### src/rtl/regfile_sb.sv
// Register file with write-through bypass, optional hardwired zero register
// and a per-register busy scoreboard for read-after-write hazard detection.
module regfile_sb #(
    parameter int unsigned WIDTH    = 16,
    parameter int unsigned ADDR_W   = 3,
    parameter int unsigned ZERO_REG = 0,
    parameter int unsigned BYPASS   = 1
) (
    input  logic              clk,
    input  logic              reset,
    input  logic              we,
    input  logic [ADDR_W-1:0] addrR,
    input  logic [WIDTH-1:0]  dataR,
    input  logic              issue,
    input  logic [ADDR_W-1:0] issue_addr,
    input  logic [ADDR_W-1:0] addrA,
    input  logic [ADDR_W-1:0] addrB,
    output logic [WIDTH-1:0]  dataA,
    output logic [WIDTH-1:0]  dataB,
    output logic              busyA,
    output logic              busyB,
    output logic              hazard
);

    localparam int unsigned DEPTH = 2 ** ADDR_W;

    logic [WIDTH-1:0] mem_q [DEPTH];
    logic [DEPTH-1:0] busy_q;
    logic [DEPTH-1:0] busy_d;

    logic wr_en;
    logic iss_en;

    logic zero_a;
    logic zero_b;
    logic fwd_a;
    logic fwd_b;

    // Writes and issues aimed at a hardwired zero register are dropped.
    always_comb begin
        wr_en  = we;
        iss_en = issue;
        if (ZERO_REG != 0) begin
            if (addrR == '0) begin
                wr_en = 1'b0;
            end
            if (issue_addr == '0) begin
                iss_en = 1'b0;
            end
        end
    end

    // Issue is applied after the write clear so a new producer wins.
    always_comb begin
        busy_d = busy_q;
        if (wr_en) begin
            busy_d[addrR] = 1'b0;
        end
        if (iss_en) begin
            busy_d[issue_addr] = 1'b1;
        end
    end

    always_ff @(posedge clk) begin
        if (reset) begin
            for (int unsigned i = 0; i < DEPTH; i++) begin
                mem_q[i] <= '0;
            end
            busy_q <= '0;
        end else begin
            if (wr_en) begin
                mem_q[addrR] <= dataR;
            end
            busy_q <= busy_d;
        end
    end

    always_comb begin
        zero_a = (ZERO_REG != 0) && (addrA == '0);
        zero_b = (ZERO_REG != 0) && (addrB == '0);
        fwd_a  = (BYPASS != 0) && we && (addrR == addrA);
        fwd_b  = (BYPASS != 0) && we && (addrR == addrB);
    end

    // Busy depends only on we/addrR/addrX, never on dataR.
    always_comb begin
        dataA = mem_q[addrA];
        busyA = busy_q[addrA];
        if (zero_a) begin
            dataA = '0;
            busyA = 1'b0;
        end else if (fwd_a) begin
            dataA = dataR;
            busyA = 1'b0;
        end

        dataB = mem_q[addrB];
        busyB = busy_q[addrB];
        if (zero_b) begin
            dataB = '0;
            busyB = 1'b0;
        end else if (fwd_b) begin
            dataB = dataR;
            busyB = 1'b0;
        end

        hazard = busyA | busyB;
    end

endmodule

### config.mk
export PLATFORM = sky130hd
export DESIGN_NAME = regfile_sb
export DESIGN_NICKNAME = d
export VERILOG_FILES = /design/src/rtl/regfile_sb.sv
export SDC_FILE = /design/constraint.sdc
export NUM_CORES = 1
export LEC_CHECK = 0
export BUFFER_PORTS_ARGS = -buffer_cell sky130_fd_sc_hd__buf_2
export CORE_MARGIN = 2
export CORE_UTILIZATION = 50
export CTS_CLUSTER_DIAMETER = 40
export DETAILED_ROUTE_END_ITERATION = 8
export GPL_TIMING_DRIVEN = 0
export PLACE_DENSITY = 0.69
export SYNTH_ARGS = -nofsm -noshare
export SYNTH_HDL_FRONTEND = slang
export SYNTH_SLANG_ARGS = --single-unit
### constraint.sdc
create_clock -name clk -period 2.6 [get_ports clk]
set_clock_uncertainty 0.15 [all_clocks]
set_input_delay 0.52 -clock clk [delete_from_list [all_inputs] [get_ports clk]]
set_output_delay 0.52 -clock clk [all_outputs]
set_load 0.02 [all_outputs]
# Yosys cells after proc, flatten, opt, wreduce, memory -nomap -nowiden
# Memory sizes are Yosys's and may differ from the RTL's.
# Cells that the tools add are included.
# op_classes
n_lt_le_gt_ge	6
n_eq_ne	2
n_mux	22
bitwise_logic	4
reduce_logical	5
# op_table
cell	n
16-bit two-way mux	3
3-bit by 4-bit < comparator with 1-bit output (second input constant)	4
8-bit two-way mux	2
16-bit OR reduction	1
1-bit two-way mux	12
8-bit AND	1
8-bit inverter	1
8-bit OR	1
1-bit binary-select mux with 3-bit select	2
1-bit demux with 3-bit select	2
3-bit equality test	2
3-bit by 1-bit >= comparator with 1-bit output (second input constant)	2
1-bit logical AND	4
3-bit two-way mux	1
1-bit OR	1
# totals
regBits	8
ramBits	128
in_bits	32
out_inout_bits	35
wordCells	41
memories	1
# mem_list
memory	depth	word_bits	read_ports	rd_ports_with_merged_regs	write_ports	line	rtl
mem_q	8	16	2	0	8	27	logic [WIDTH-1:0] mem_q [DEPTH];

# Longest topological paths before layout
# Gate-level depths: netlist of the first run.
# logic_depth
ltp_word	9
depth_mapped	6
ltp_nobuf	4

# Least setup slack after synthesis of the first run
# No wires, ideal clock.
# synth_path
path_kind	input-to-output
start	in addrB[0]
end	out hazard
arrival_time_ns	1.804
required_ns	1.930
setup_slack_ns	0.126
path_stages	5
path_buffers	1
cell_sequence	buf_6 mux4_2 nand2b_1 and3_1 or2_1
# synth_between
elab_chain_len	4
elab_cells_between_ends	6
cone_classes	eq/ne: 1; mux: 3; bitwise: 1; reduce/logical: 1
# synth_lines
item	line	rtl
start: declaration	17	input logic [ADDR_W-1:0] addrB,
1-bit binary-select mux with 3-bit select or 3-bit equality test (tied branches)	98, 82	
1-bit two-way mux (implied by the code) or 1-bit logical AND (tied branches)	98, 82	
1-bit two-way mux *	102	end else if (fwd_b) begin
net busyB	21	output logic busyB,
1-bit OR *	107	hazard = busyA | busyB;
end: declaration	22	output logic hazard
# The timed path passes the listed nets; every way through them passes the cells marked *. The select of a mux whose other input is x is not followed.

# Worst setup path after layout of the first run
# layout_path
start	in addrA[1]
end	out dataA[2]
# layout_between
elab_chain_len	3
elab_cells_between_ends	4
cone_classes	eq/ne: 1; mux: 1; reduce/logical: 1; memory: 1
# layout_lines
item	line	rtl
start: declaration	16	input logic [ADDR_W-1:0] addrA,
parallel branches: the longest is 2 deep, another holds memory read 8 x 16 bit	--	
16-bit two-way mux *	92	end else if (fwd_a) begin
end: declaration	18	output logic [WIDTH-1:0] dataA,
# Every way passes the cells marked *.

==> summary.md, run 1 <==
| Metric | Value |
|---|---|
| Residual DRC count | `0` |
| Die height | `127 um` |
| Later-pin clock latency in the skew report | `~0.43 ns` |
| PwrDens | `691 nW/um^2` |
| Final setup fails | `0` |
| Rows | `44` |
| Gpl congestion | `approximately 0.82` |
| Layout area overhead | `18.7%` |
| Total gr overflow | `0` |
| Status | `complete, no violations` |
| ANT cells | `0` |
| Relative slew slack | `29.9%` |
| Worst-path clk slew | `0.06 ns` |
| Xor/xnor share of the synthesized area | `0.696%` |
| IO Count | `67` |
| Syn Inst Count | `540` |
| Cell variety after synth | `36` |
| Adder-cell share of the synthesized area | `0%` |
| Syn avg cell area | `~14 sq um` |
| Leading area contributor after synthesis | `edfxtp_1` |
| Largest net degree at the start of global routing | `18` |
| CTS tree | `yes` |
| Post-DRT Antenna Nets | `0` |
| Delay-heaviest family, CP | `buffers and inverters` |
| Setup TNS Final | `0 ns` |
| Fmax | `about 0.39 GHz` |
| Initial antenna violation count | `0` |
| WP data arrival | `1.91 ns` |
| Critical Path End Type | `primary output` |
| # port buffers | `61` |
| Vias | `5157` |
| Sink Count | `136` |
| CTS Buffer Depth | `2` |
| Routed WL | `21.0 mm` |
| Vias per inst | `6.26` |
| Crit path max fanout | `10` |
| Sequential share of the synthesized area | `a little over half` |
| Drt pass-1 iters | `4` |
| Clock tree root driver cell | `clkbuf_16` |
| Core Box Area | `14600 sq um` |
| Slowest stage delay, CP | `around 0.34 ns` |
| Worst vdd ir | `between 0.0004 and 0.0005 V` |
| Max Cap Viol | `0` |
| Post-Synth Simple-Gate Area | `15.1%` |
| Hold Crit Class | `primary input to flop` |
| Leakage power total | `0.00335 uW` |
| Hold slack | `between 0.2 and 0.25 ns` |
| Crit path time final | `roughly 2.6 ns` |
| Pin slew with the least headroom to its limit | `1.05 ns` |
| Max Slew Vio Count | `0` |
| Critical path buffer and inverter count | `3` |
| GRT Overall Usage | `27.5%` |
| RSZ-0062 raised after global routing | `yes` |
| Worst path most repeated cell | `buf_2` |
| Vias in the first global route | `approximately 5300` |
| Multiplexer area fraction after synthesis | `24.4%` |
| Top post-synthesis cells by area | `edfxtp_1, mux4_2, and2_1` |
| CP Cell Sequence | `buf_2, clkbuf_4, mux4_2, mux2i_2, a21oi_1, buf_2` |
| Yosys top cell area share | `around half` |
| Largest family of logic cells by synthesized area | `multiplexers` |
| # hold bufs at CTS | `0` |
| Element type at the critical path start | `primary input` |
| Worst Path Required | `1.93 ns` |
| Die X | `127 um` |
| Final core occ | `61.2%` |
| Final hold vios | `0` |
| Nets | `659` |
| Fin crit share | `99.2%` |
| Filler Cells Inserted | `1123` |
| First DRT Iteration DRCs | `around 450` |
| Synth Area in Compound Gates | `3.83%` |
| Most frequent cells in the layout | `and2_1, edfxtp_1, buf_2` |
| Htree depth | `4` |
| Synthesized Nets | `572` |
| Worst Setup Path Type | `primary input to primary output` |
| Num CTS Buffers | `17` |
| Crit path max-delay cell type | `mux4_2` |
| WL/cell | `25.5 um` |
| Ratio of cells with drive above 1 in the final layout | `approximately a third` |
| Post-Syn Area | `7550 sq um` |
| Die ar. | `about 16000 sq um` |
| Seq cells post-synth | `136` |
| First-pass GRT wire length | `approximately 32 mm` |
| Initial core utilization | `roughly half` |
| DP HPWL | `13.6 mm` |
| Synth Warn # | `0` |
-- stage by stage --
| stage | power [uW] | instance area (sq um) | worst slack, ns | instances |
|---|---|---|---|---|
| global placement | 3500 | 8090 | -0.596 | 785 |
| detailed placement | 3550 | 8140 | -0.426 | 788 |
| CTS | 6160 | 8880 | 0.000906 | 824 |
| finish | 6200 | 8960 | 0.0199 | 824 |
| global route | 6360 | 8960 | -0.0243 | 824 |
| floorplan | 3220 | 7550 | 0.126 | 540 |
-- cells in the mapped netlist, drive strengths merged --
library cell / count
clkbuf: 22
nor2b: 2
nor3b: 1
a22oi: 2
nor2: 44
mux4: 66
nand2b: 4
nand3b: 1
buf: 15
and2: 128
o32ai: 2
or2: 2
mux2i: 36
o21bai: 3
a21o: 2
nand3: 2
and2b: 1
and3: 2
o22ai: 2
inv: 10
dfxtp: 8
nor3: 3
nand2: 7
xnor2: 6
o21ai: 4
nand4: 2
a31o: 3
a21oi: 32
edfxtp: 128
-- path summary, 6_finish.rpt --
| check | end | depth (start not counted) | from | slack [ns] |
|---|---|---|---|---|
| setup reg to reg | busy_q[0] | 2 | busy_q[0] | 1.83 |
| hold reg to reg | busy_q[7] | 2 | busy_q[7] | 0.34 |
| hold / removal | busy_q[4] | 3 | issue | 0.23 |
| setup / recovery | dataA[2] | 6 | addrA[1] | 0.02 |
-- cell type report --
cell class	instances	area [sq um]	share of cell area, %
Multi-Input combinational cell	357	3360	37.5
Sequential cell	136	4010	44.7
Timing Repair Buffer	68	379	4.23
Tap cell	184	230	2.57
Inverter	10	37.5	0.419
Clock buffer	19	433	4.83
Buffer	37	310	3.46
Clock inverter	13	203	2.26
-- metal layers --
layer / vias up / global-route usage [%] / share of wire [%]
li1: 2222 / - / -
met1: 2609 / 37.4 / 41
met2: 291 / 43.9 / 49
met3: 35 / 6.96 / 8.5
met4: 0 / 8.79 / 2.0
met5: - / 0 / 0
-- tightest hold or removal path, cell delays in order --
cell     delay, ns
buf_2         0.11
nand3_1       0.07
o21ai_0       0.06
-- kinds of logic (layout without fill, tap and decap cells) --
kind of cell	Yosys count	after routing
buffers and inverters	47	147
DFF	136	136
and+or+nand+nor	199	199
xor gates and xnor gates	6	6
muxes	102	102
AOI/OAI and AO/OA	50	50
-- report_power, final --
group	switching, uW	internal, uW	leakage (uW)
Combinational	530	411	0.00174
Sequential	67.9	2540	0.00130
Clock	949	1700	0.000308
Total	1550	4650	0.00335
-- timing repair --
item | in CTS | in global routing
resized for setup | 31 | 32
setup endpoints to repair | 33 | 27
setup buffers | 4 | 0
pin swaps | 2 | 0
hold endpoints to repair | 0 | 0
-- sequential cells by signal, indices dropped and copies added (netlist names) --
| name | flops |
|---|---|
| busy_q | 8 |
| mem_q | 128 |
No activity file was read; power rests on OpenSTA's default activity.
==> run 2, diff against run 1 <==
--- a/config.mk
+++ b/config.mk
@@ -5,13 +5,14 @@
 export SDC_FILE = /design/constraint.sdc
 export NUM_CORES = 1
 export LEC_CHECK = 0
+export ABC_AREA = 1
 export BUFFER_PORTS_ARGS = -buffer_cell sky130_fd_sc_hd__buf_2
-export CORE_MARGIN = 2
+export CORE_MARGIN = 3
 export CORE_UTILIZATION = 50
 export CTS_CLUSTER_DIAMETER = 40
 export DETAILED_ROUTE_END_ITERATION = 8
 export GPL_TIMING_DRIVEN = 0
-export PLACE_DENSITY = 0.69
+export PLACE_DENSITY = 0.68
 export SYNTH_ARGS = -nofsm -noshare
 export SYNTH_HDL_FRONTEND = slang
 export SYNTH_SLANG_ARGS = --single-unit
==> summary.md, run 2 <==
| Metric | Value |
|---|---|
| Initial core utilization | `51.7% (+0.096 points)` |
| Vias in the first global route | `7297 (+38%)` |
| CTS Buffer Depth | `2 (unchanged)` |
| Die ar. | `18200 sq um (+13%)` |
| DP HPWL | `19.7 mm (+45%)` |
| GRT Overall Usage | `31.4% (+3.9 points)` |
| Fin crit share | `99.3% (about the same)` |
| PwrDens | `636 nW/um^2 (-7.9%)` |
| Sink Count | `136 (unchanged)` |
| Async SR Flop Fraction | `0% (unchanged)` |
| Yosys top cell area share | `46.1% (-4.7 points)` |
| Gpl congestion | `0.971 (+19%)` |
| Final setup fails | `0 (unchanged)` |
| EDFF count, synth | `128 (unchanged)` |
| Relative slew slack | `37.3% (+7.4 points)` |
| Most common cell after layout, fill and taps aside | `nand2_1` |
| Largest net degree at the start of global routing | `18 (unchanged)` |
| Drt pass-1 iters | `6 (+2)` |
| Leading area contributor after synthesis | `edfxtp_1` |
| Area post-placement | `8890 sq um (+9.3%)` |
| Die X | `135 um (+6.4%)` |
| Final Cell Area | `9480 sq um (+5.8%)` |
| Worst vdd ir | `0.000500 V (+11%)` |
| Rows | `46 (+4.5%)` |
| Crit path max fanout | `10 (unchanged)` |
| Most frequent cells in the layout | `nand2_1, nand3_1, inv_1` |
| Filler Cells Inserted | `1552 (+38%)` |
| Critical Path End Type | `primary output` |
| Biggest regs | `mem_q (128), busy_q (8)` |
| Synth Area in Compound Gates | `0.586% (-3.2 points)` |
| Post-DRT Antenna Nets | `0 (unchanged)` |
| Xor/xnor share of the synthesized area | `0% (-0.70 points)` |
| Max Cap Viol | `0 (unchanged)` |
| Die height | `135 um (+6.4%)` |
| Syn avg cell area | `7.35 sq um (-47%)` |
| WP data arrival | `1.91 ns (about the same)` |
| Cell variety after synth | `24 (-33%)` |
| Synthesized Nets | `1166 (+100%)` |
| Vias per inst | `5.48 (-12%)` |
| # hold bufs at CTS | `0 (unchanged)` |
| Total gr overflow | `0 (unchanged)` |
| Power Total | `6030 uW (-2.6%)` |
| Post-CTS Setup Inserts | `0 (-4)` |
| Final hold vios | `0 (unchanged)` |
| IO Count | `67 (unchanged)` |
| Largest register by flop count | `mem_q` |
| CTS tree | `yes` |
| Net Sw Frac | `28.5% (+3.5 points)` |
| Logic gate share of total power | `17.8% (+2.6 points)` |
| First-pass GRT wire length | `42.3 mm (+33%)` |
| Syn Inst Count | `1134 (+110%)` |
| Htree depth | `4 (unchanged)` |
| Num CTS Buffers | `17 (unchanged)` |
| # port buffers | `59 (-3.3%)` |
| Top post-synthesis cells by area | `edfxtp_1, nand2_1, nand3_1` |
| Initial antenna violation count | `0 (unchanged)` |
| Hold slack | `0.247 ns (+0.0201 ns)` |
| Vias | `7900 (+53%)` |
| Core Box Area | `16100 sq um (+10%)` |
| Residual DRC count | `0 (unchanged)` |
| Routed WL | `28.4 mm (+35%)` |
| Clock tree root driver cell | `clkbuf_16` |
| RSZ-0062 raised after global routing | `no` |
| Post-synth top cells | `nand2_1, nand3_1, inv_1` |
| Multiplexer area fraction after synthesis | `0% (-24 points)` |
| Cell-internal power | `4310 uW (-7.2%)` |
| Fmax | `0.387 GHz (about the same)` |
| Pin slew with the least headroom to its limit | `0.938 ns (-0.114 ns)` |
| ANT cells | `0 (unchanged)` |
| Setup TNS Final | `0 ns (unchanged)` |
| Post-Synth Simple-Gate Area | `39.2% (+24 points)` |
| Layout area overhead | `13.8%` |
| Worst Path Required | `1.93 ns (about the same)` |
| Nets | `1244 (+89%)` |
| Hold Crit Class | `primary input to flop` |
| Ratio of cells with drive above 1 in the final layout | `13.4% (-20 points)` |
| Seq cells post-synth | `136 (unchanged)` |
| Element type at the critical path start | `primary input` |
| Crit path time final | `2.58 ns (+0.00158 ns)` |
| Top-count cell post-synth | `nand2_1` |
| Synth Warn # | `0 (unchanged)` |
| Pre-CTS setup slack | `-0.128 ns (+0.298 ns)` |
| Post-route worst setup slack | `0.0183 ns (-0.00158 ns)` |
| Clock power frac | `39.7% (-3.0 points)` |
| Adder-cell share of the synthesized area | `0% (unchanged)` |
| WL/cell | `19.7 um (-23%)` |
| First DRT Iteration DRCs | `1004 (+120%)` |
| Later-pin clock latency in the skew report | `0.43 ns (about the same)` |
| Worst Setup Path Type | `primary input to primary output` |
| Post-Syn Area | `8330 sq um (+10%)` |
| Dominant synthesized flop cell | `edfxtp_1` |
| Sequential share of the synthesized area | `48.1% (-4.9 points)` |
| Leakage power total | `0.00464 uW (+38%)` |
| Max Slew Vio Count | `0 (unchanged)` |
| Largest family of logic cells by synthesized area | `simple AND/OR/NAND/NOR gates` |
| Worst-path clk slew | `0.06 ns (about the same)` |
| Sequential Power Share | `42.5% (+0.4 points)` |
| Status | `complete, no violations` |
| Switch Pwr | `1720 uW (+11%)` |
| Number of flip-flops in the largest register | `128 (unchanged)` |
## run 2: changes by cell type after synthesis, moves of 6 or more
cell     delta
nand2_1   +363
nand3_1   +234
inv_1     +146
and2_1    -128
nor2_1     +96
mux4_2     -66
mux2i_1    -36
a21oi_1    -32
buf_2      +11
buf_4       +9
nand3_2     +8
xnor2_1     -6
## run 2: worst paths after layout
check / depth (start not counted) / slack, ns / to / from
worst max-delay path: 8 / 0.02 / dataA[10] / addrA[0]
worst min-delay path: 3 / 0.25 / busy_q[6] / issue_addr[2]
worst max register to register: 2 / 1.78 / busy_q[2] / busy_q[2]
worst min register to register: 2 / 0.35 / busy_q[5] / busy_q[5]
## run 2: per-layer routing
layer / wire (um) / share of wire (%) / GRT usage, % / vias up
li1: - / - / - / 3742
met5: 0 / 0 / 0 / -
met3: 2860 / 10 / 5.59 / 55
met2: 13500 / 48 / 50.8 / 456
met4: 672 / 2.4 / 10.2 / 0
met1: 11300 / 40 / 43.1 / 3647
## run 2: kinds of logic after synthesis
kind of cell    after synthesis
buf+inv                     229
compound gates                8
simple gates                761
flops                       136
## run 2: critical path, stage by stage
cell,delay [ns]
buf_4,0.12
clkbuf_1,0.51
nand2_1,0.11
nand3_1,0.12
nand3_1,0.16
nand3_1,0.15
nand2_1,0.05
buf_2,0.15
## run 2: area by class of cell
cell class,instances,area (sq um),area share (%)
Sequential cell,136,4000,42.2
Multi-Input combinational cell,769,3310,34.9
Inverter,166,638,6.73
Clock buffer,20,437,4.61
Buffer,63,393,4.14
Timing Repair Buffer,59,295,3.11
Tap cell,216,270,2.85
Clock inverter,12,133,1.40
## run 2: power groups by stage
| stage | sequential (uW) | clock (uW) | combinational (uW) |
|---|---|---|---|
| 3_5_place_dp | 2610 | 0 | 1050 |
| 6_report | 2560 | 2390 | 1080 |
| 3_3_place_gp | 2610 | 0 | 1040 |
| 2_1_floorplan | 2600 | 0 | 684 |
| 5_1_grt | 2580 | 2470 | 1160 |
| 4_1_cts | 2560 | 2380 | 1050 |
## run 2: repair_timing
item | 4_1_cts | 5_1_grt
setup endpoints to repair | 9 | 23
gates resized for setup | 2 | 22
pin swaps | 0 | 0
## run 2: stage by stage
step / instances / utilization, %
4_1_cts: 1441 / 58.7
3_5_place_dp: 1409 / 55.2
3_3_place_gp: 1409 / 55.2
6_report: 1441 / 58.8
2_1_floorplan: 1134 / -
5_1_grt: 1441 / 58.8
